`src/rtl/rob_committer.sv`:
```
// In-order commit stage: retires the ROB head entry, writes the register file,
// clears the map table, hands stores to the LSQ and halts on ecall.
module rob_committer #(
    parameter int ROB_SIZE = 16,
    parameter int XLEN     = 32
) (
    input  logic            clk,
    input  logic            reset,
    input  logic [31:0]     rob_count,
    input  logic            head_ready,
    input  logic [4:0]      head_rd,
    input  logic [XLEN-1:0] head_value,
    input  logic            head_regwr,
    input  logic            head_memwr,
    input  logic            head_ecall,
    input  logic            head_unsupported,
    input  logic            store_ack,
    output logic [31:0]     rob_head,
    output logic            rob_decrement,
    output logic            rf_we,
    output logic [4:0]      rf_waddr,
    output logic [XLEN-1:0] rf_wdata,
    output logic            mt_clear,
    output logic [4:0]      mt_reg,
    output logic [31:0]     mt_tag,
    output logic            store_req,
    output logic            halted
);
    typedef enum logic [1:0] {RUN, STORE_WAIT, HALT} state_t;

    state_t          state_reg, state_next;
    logic [31:0]     rob_head_reg, rob_head_next;
    logic            rob_decrement_reg, rob_decrement_next;
    logic            rf_we_reg, rf_we_next;
    logic [4:0]      rf_waddr_reg, rf_waddr_next;
    logic [XLEN-1:0] rf_wdata_reg, rf_wdata_next;
    logic            mt_clear_reg, mt_clear_next;
    logic [4:0]      mt_reg_reg, mt_reg_next;
    logic [31:0]     mt_tag_reg, mt_tag_next;
    logic            store_req_reg, store_req_next;
    logic            halted_reg, halted_next;

    logic        eligible;
    logic [31:0] head_wrapped;

    assign eligible     = (rob_count != 32'd0) && head_ready;
    assign head_wrapped = (rob_head_reg == 32'(ROB_SIZE - 1)) ? 32'd0 : rob_head_reg + 32'd1;

    always_ff @(posedge clk or posedge reset) begin
        if (reset) begin
            state_reg         <= RUN;
            rob_head_reg      <= '0;
            rob_decrement_reg <= 1'b0;
            rf_we_reg         <= 1'b0;
            rf_waddr_reg      <= '0;
            rf_wdata_reg      <= '0;
            mt_clear_reg      <= 1'b0;
            mt_reg_reg        <= '0;
            mt_tag_reg        <= '0;
            store_req_reg     <= 1'b0;
            halted_reg        <= 1'b0;
        end else begin
            state_reg         <= state_next;
            rob_head_reg      <= rob_head_next;
            rob_decrement_reg <= rob_decrement_next;
            rf_we_reg         <= rf_we_next;
            rf_waddr_reg      <= rf_waddr_next;
            rf_wdata_reg      <= rf_wdata_next;
            mt_clear_reg      <= mt_clear_next;
            mt_reg_reg        <= mt_reg_next;
            mt_tag_reg        <= mt_tag_next;
            store_req_reg     <= store_req_next;
            halted_reg        <= halted_next;
        end
    end

    always_comb begin
        state_next         = state_reg;
        rob_head_next      = rob_head_reg;
        rob_decrement_next = 1'b0;
        rf_we_next         = 1'b0;
        rf_waddr_next      = rf_waddr_reg;
        rf_wdata_next      = rf_wdata_reg;
        mt_clear_next      = 1'b0;
        mt_reg_next        = mt_reg_reg;
        mt_tag_next        = mt_tag_reg;
        store_req_next     = store_req_reg;
        halted_next        = halted_reg;

        case (state_reg)
            RUN: begin
                if (eligible) begin
                    if (head_unsupported) begin
                        // Unsupported entries retire silently, even if flagged as stores.
                        rob_head_next      = head_wrapped;
                        rob_decrement_next = 1'b1;
                    end else if (head_memwr) begin
                        state_next     = STORE_WAIT;
                        store_req_next = 1'b1;
                    end else begin
                        rob_head_next      = head_wrapped;
                        rob_decrement_next = 1'b1;
                        if (head_regwr && head_rd != 5'd0) begin
                            rf_we_next    = 1'b1;
                            rf_waddr_next = head_rd;
                            rf_wdata_next = head_value;
                            mt_clear_next = 1'b1;
                            mt_reg_next   = head_rd;
                            // Tags are 1-based: entry i carries tag i+1, no wrap.
                            mt_tag_next   = rob_head_reg + 32'd1;
                        end
                        if (head_ecall) begin
                            state_next  = HALT;
                            halted_next = 1'b1;
                        end
                    end
                end
            end
            STORE_WAIT: begin
                if (store_ack) begin
                    state_next         = RUN;
                    store_req_next     = 1'b0;
                    rob_head_next      = head_wrapped;
                    rob_decrement_next = 1'b1;
                end
            end
            HALT: begin
            end
            default: state_next = RUN;
        endcase
    end

    assign rob_head      = rob_head_reg;
    assign rob_decrement = rob_decrement_reg;
    assign rf_we         = rf_we_reg;
    assign rf_waddr      = rf_waddr_reg;
    assign rf_wdata      = rf_wdata_reg;
    assign mt_clear      = mt_clear_reg;
    assign mt_reg        = mt_reg_reg;
    assign mt_tag        = mt_tag_reg;
    assign store_req     = store_req_reg;
    assign halted        = halted_reg;
endmodule
```
`config.mk`:
```
export PLATFORM = sky130hd
export DESIGN_NAME = rob_committer
export DESIGN_NICKNAME = d
export VERILOG_FILES = /design/src/rtl/rob_committer.sv
export SDC_FILE = /design/constraint.sdc
export NUM_CORES = 1
export LEC_CHECK = 0
export ABC_CLOCK_PERIOD_IN_PS = 5400
export BUFFER_PORTS_ARGS = -buffer_cell sky130_fd_sc_hd__buf_2
export CORE_MARGIN = 4
export CORE_UTILIZATION = 54
export CTS_CLUSTER_SIZE = 14
export DETAILED_ROUTE_END_ITERATION = 6
export PLACE_DENSITY = 0.86
export RECOVER_POWER = 100
export SKIP_CTS_REPAIR_TIMING = 1
export SYNTH_ARGS = -nofsm -noshare
export SYNTH_HDL_FRONTEND = slang
export SYNTH_SLANG_ARGS = --single-unit
```
`constraint.sdc`:
```
create_clock -name clk -period 5.4 [get_ports clk]
set_clock_uncertainty 0.1 [all_clocks]
set_input_delay 0.27 -clock clk [delete_from_list [all_inputs] [get_ports clk]]
set_output_delay 0.27 -clock clk [all_outputs]
set_load 0.02 [all_outputs]
```
==> metrics.txt <==
largest family of logic cells by synthesized area=multiplexers; Routed Antenna Nets=0; num ports=roughly 190; Worst Setup SP=reset; post-synth cell types=52; Rows=35; Max-slew headroom=-34.1%; H-tree Lvls=3; CP peak stage delay=between 1000 and 1500 ps; Initial Util=55.9%; Post-synth ARST share=100%; Simple-Gate Fraction of Synth Area=between 10% and 20%; Tcrit/Tclk final=60.2%; crit path capture=rob_head[18]; die height=about 110 um; initial antenna violation count=0; first-pass GRT wire length=22.1 mm; DR iter-0 viols=153; Synth Register Bits=107; Routed wire per std cell=roughly 18 um; Slowest-stage cell, CP=clkbuf_2; Total Negative Setup Slacks=0 ps; drt total wl=13.4 mm; vias after detailed routing=4297; CP Launch Type=primary input; DR vias/cell=between 5 and 6; TritonCTS buffer count=9; CTS tree=built; yosys warns=0; final RePlAce weighted congestion=0.874; Compound-Gate Fraction of Synth Area=under 10%; Peak Freq=307 MHz; ys flop type=dfrtp_1; drt first pass iters=5; Synth area leaders=dfrtp_1 51%, mux2_2 15%, xnor2_1 3.5%; pwr/cell area=443 nW/um^2; Die X-Extent=106 um; sequential-to-total area share from yosys stat=51.3%; final worst path period need=approximately 3300 ps; crit-path cells=dlygate4sd3_1 > clkbuf_1 > clkinvlp_2 > clkbuf_2; GRT Util Overall=24.3%; fin nets=between 700 and 800; commonest non-fill, non-tap cells in the layout=113 x clkbuf_1, 107 x dfrtp_1, 75 x buf_2; Net Count, Synth=539; violated checks=capacitance limit, slew limit; vias in the first global route=4455; Gate Count Post-Synth=between 400 and 500; VDD IR max=286 uV; post-synth top area cell=dfrtp_1; commonest non-fill, non-tap cell in the layout=clkbuf_1; Final Hold Viols=0; flop2flop setup slack=around 2300 ps; Worst Setup Path Type=in -> async; Max clock buf depth=2; status=finished with violations; endpoint class of the critical path=asynchronous set/reset pin; reg2reg path depth=5; post-detail-place hpwl=9.76 mm; RSZ-0062 raised after global routing=false; antenna cells=0; adder-cell share of the synthesized area=less than 1%; Crit path required time=5530 ps; CTS Sinks=107; mux share of post-synthesis cell area=15.3%; xor-xnor portion of the synthesized cell area=6.05%; clk_lat worst skew=between 300 and 400 ps; total grt overflow=0; Post-synth EDFFs=0; share of the synthesized area in the top cell type=51.3%; Slew Viols, Final=58; Hold Path Class=in -> reg; total power=2.75 mW; total of max-cap violations=4; Synth Area per Inst=11.3 sq um; worst reg2reg path startpoint=rob_head[4]; setup violators final=0; CP Max Fanout=a little over 60; Worst R2R End=mt_tag[19]; P&R area growth vs syn=19.2%; area of the core=9330 sq um; detailed-route DRC error count=0; IO Port Bufs=187; slew of the pin with the lowest slew margin=2000 ps; Filler cells=slightly below 800; pin count of the biggest net entering global routing=71; clk slew on worst S/H paths=110 ps; synthesized area=between 5000 and 6000 sq um; root buf cell=clkbuf_8; share of layout cells above drive strength 1=roughly 28%; die area=11300 sq um; LEAKAGE=between 2 and 3 nW; Worst Path Arrival=around 3400 ps
-- how the worst min path moves through the flow --
| stage | startpoint | to | slack (ps) | cells after the start |
|---|---|---|---|---|
| 2_1_floorplan | head_ecall | halted | 300 | 2 |
| 3_3_place_gp | reset | rf_wdata[28] | 270 | 2 |
| 3_5_place_dp | reset | rf_wdata[26] | 280 | 2 |
| 4_1_cts | reset | rob_head[27] | -120 | 2 |
| 5_1_grt | head_value[10] | rf_wdata[10] | 1 | 2 |
| 6_report | head_value[2] | rf_wdata[2] | 30 | 2 |
-- final cells by class --
class                      count  area, sq um  share of cell area [%]
clock inverter                 7         81.3                    1.31
inverter                      10         38.8                   0.624
clock buffer                   9          124                    1.99
sequential                   107         2680                    43.1
timing repair buffer         193          837                    13.5
tap                          129          161                    2.60
multi-input combinational    304         2300                    37.0
-- through the flow --
stage                     hold WS [ps]  cells  utilization (%)  setup slack, ps  instance area, sq um
final                             31.2    759             66.7             2150                  6220
after global placement             270    742             66.3             2890                  6180
after detailed placement           280    742             66.3             2780                  6180
after CTS                         -117    758             68.5             2760                  6380
after floorplan                    301    461                -             2210                  5220
after global routing              1.25    759             66.7             1490                  6220
-- cell usage after synthesis (all sizes together), types with 4 or more instances --
cell	instances
a21boi	9
a21oi	9
a31oi	6
and3	8
buf	11
clkbuf	29
dfrtp	107
inv	10
mux2	70
nand2	31
nand3	25
nand4	13
nor2	10
nor3	5
nor4	21
o211ai	6
o21ai	4
o31ai	7
or2	4
or4	4
xnor2	21
xor2	15
-- kinds of logic (layout without fill, tap and decap cells) --
| group | after synthesis | in the layout |
|---|---|---|
| AO/OA/AOI/OAI | 62 | 62 |
| XOR/XNOR | 36 | 36 |
| adder cells (fa/ha/maj) | 1 | 1 |
| buffers and inverters | 50 | 219 |
| flip-flops | 107 | 107 |
| multiplexers | 71 | 71 |
| AND/OR/NAND/NOR | 134 | 134 |
-- where the power goes --
part	switching, mW	leakage (nW)	internal, mW
registers	0.179	1.30	1.05
clock network	0.290	0.101	0.222
logic	0.661	1.32	0.349
total	1.13	2.73	1.62
-- worst max-delay path, delay by kind of cell --
| kind | cells | cell delay, ps |
|---|---|---|
| buffers and inverters | 4 | 3050 |
-- routing by layer --
metal  routed length (um)  track usage (%)  share of wire (%)
met1                 5480             32.0                 41
met2                 6460             39.3                 48
met3                 1200             6.50                8.9
met4                  276             7.22                2.1
met5                    0                0                  0
Note: power is estimated with default switching activity, not from simulation.
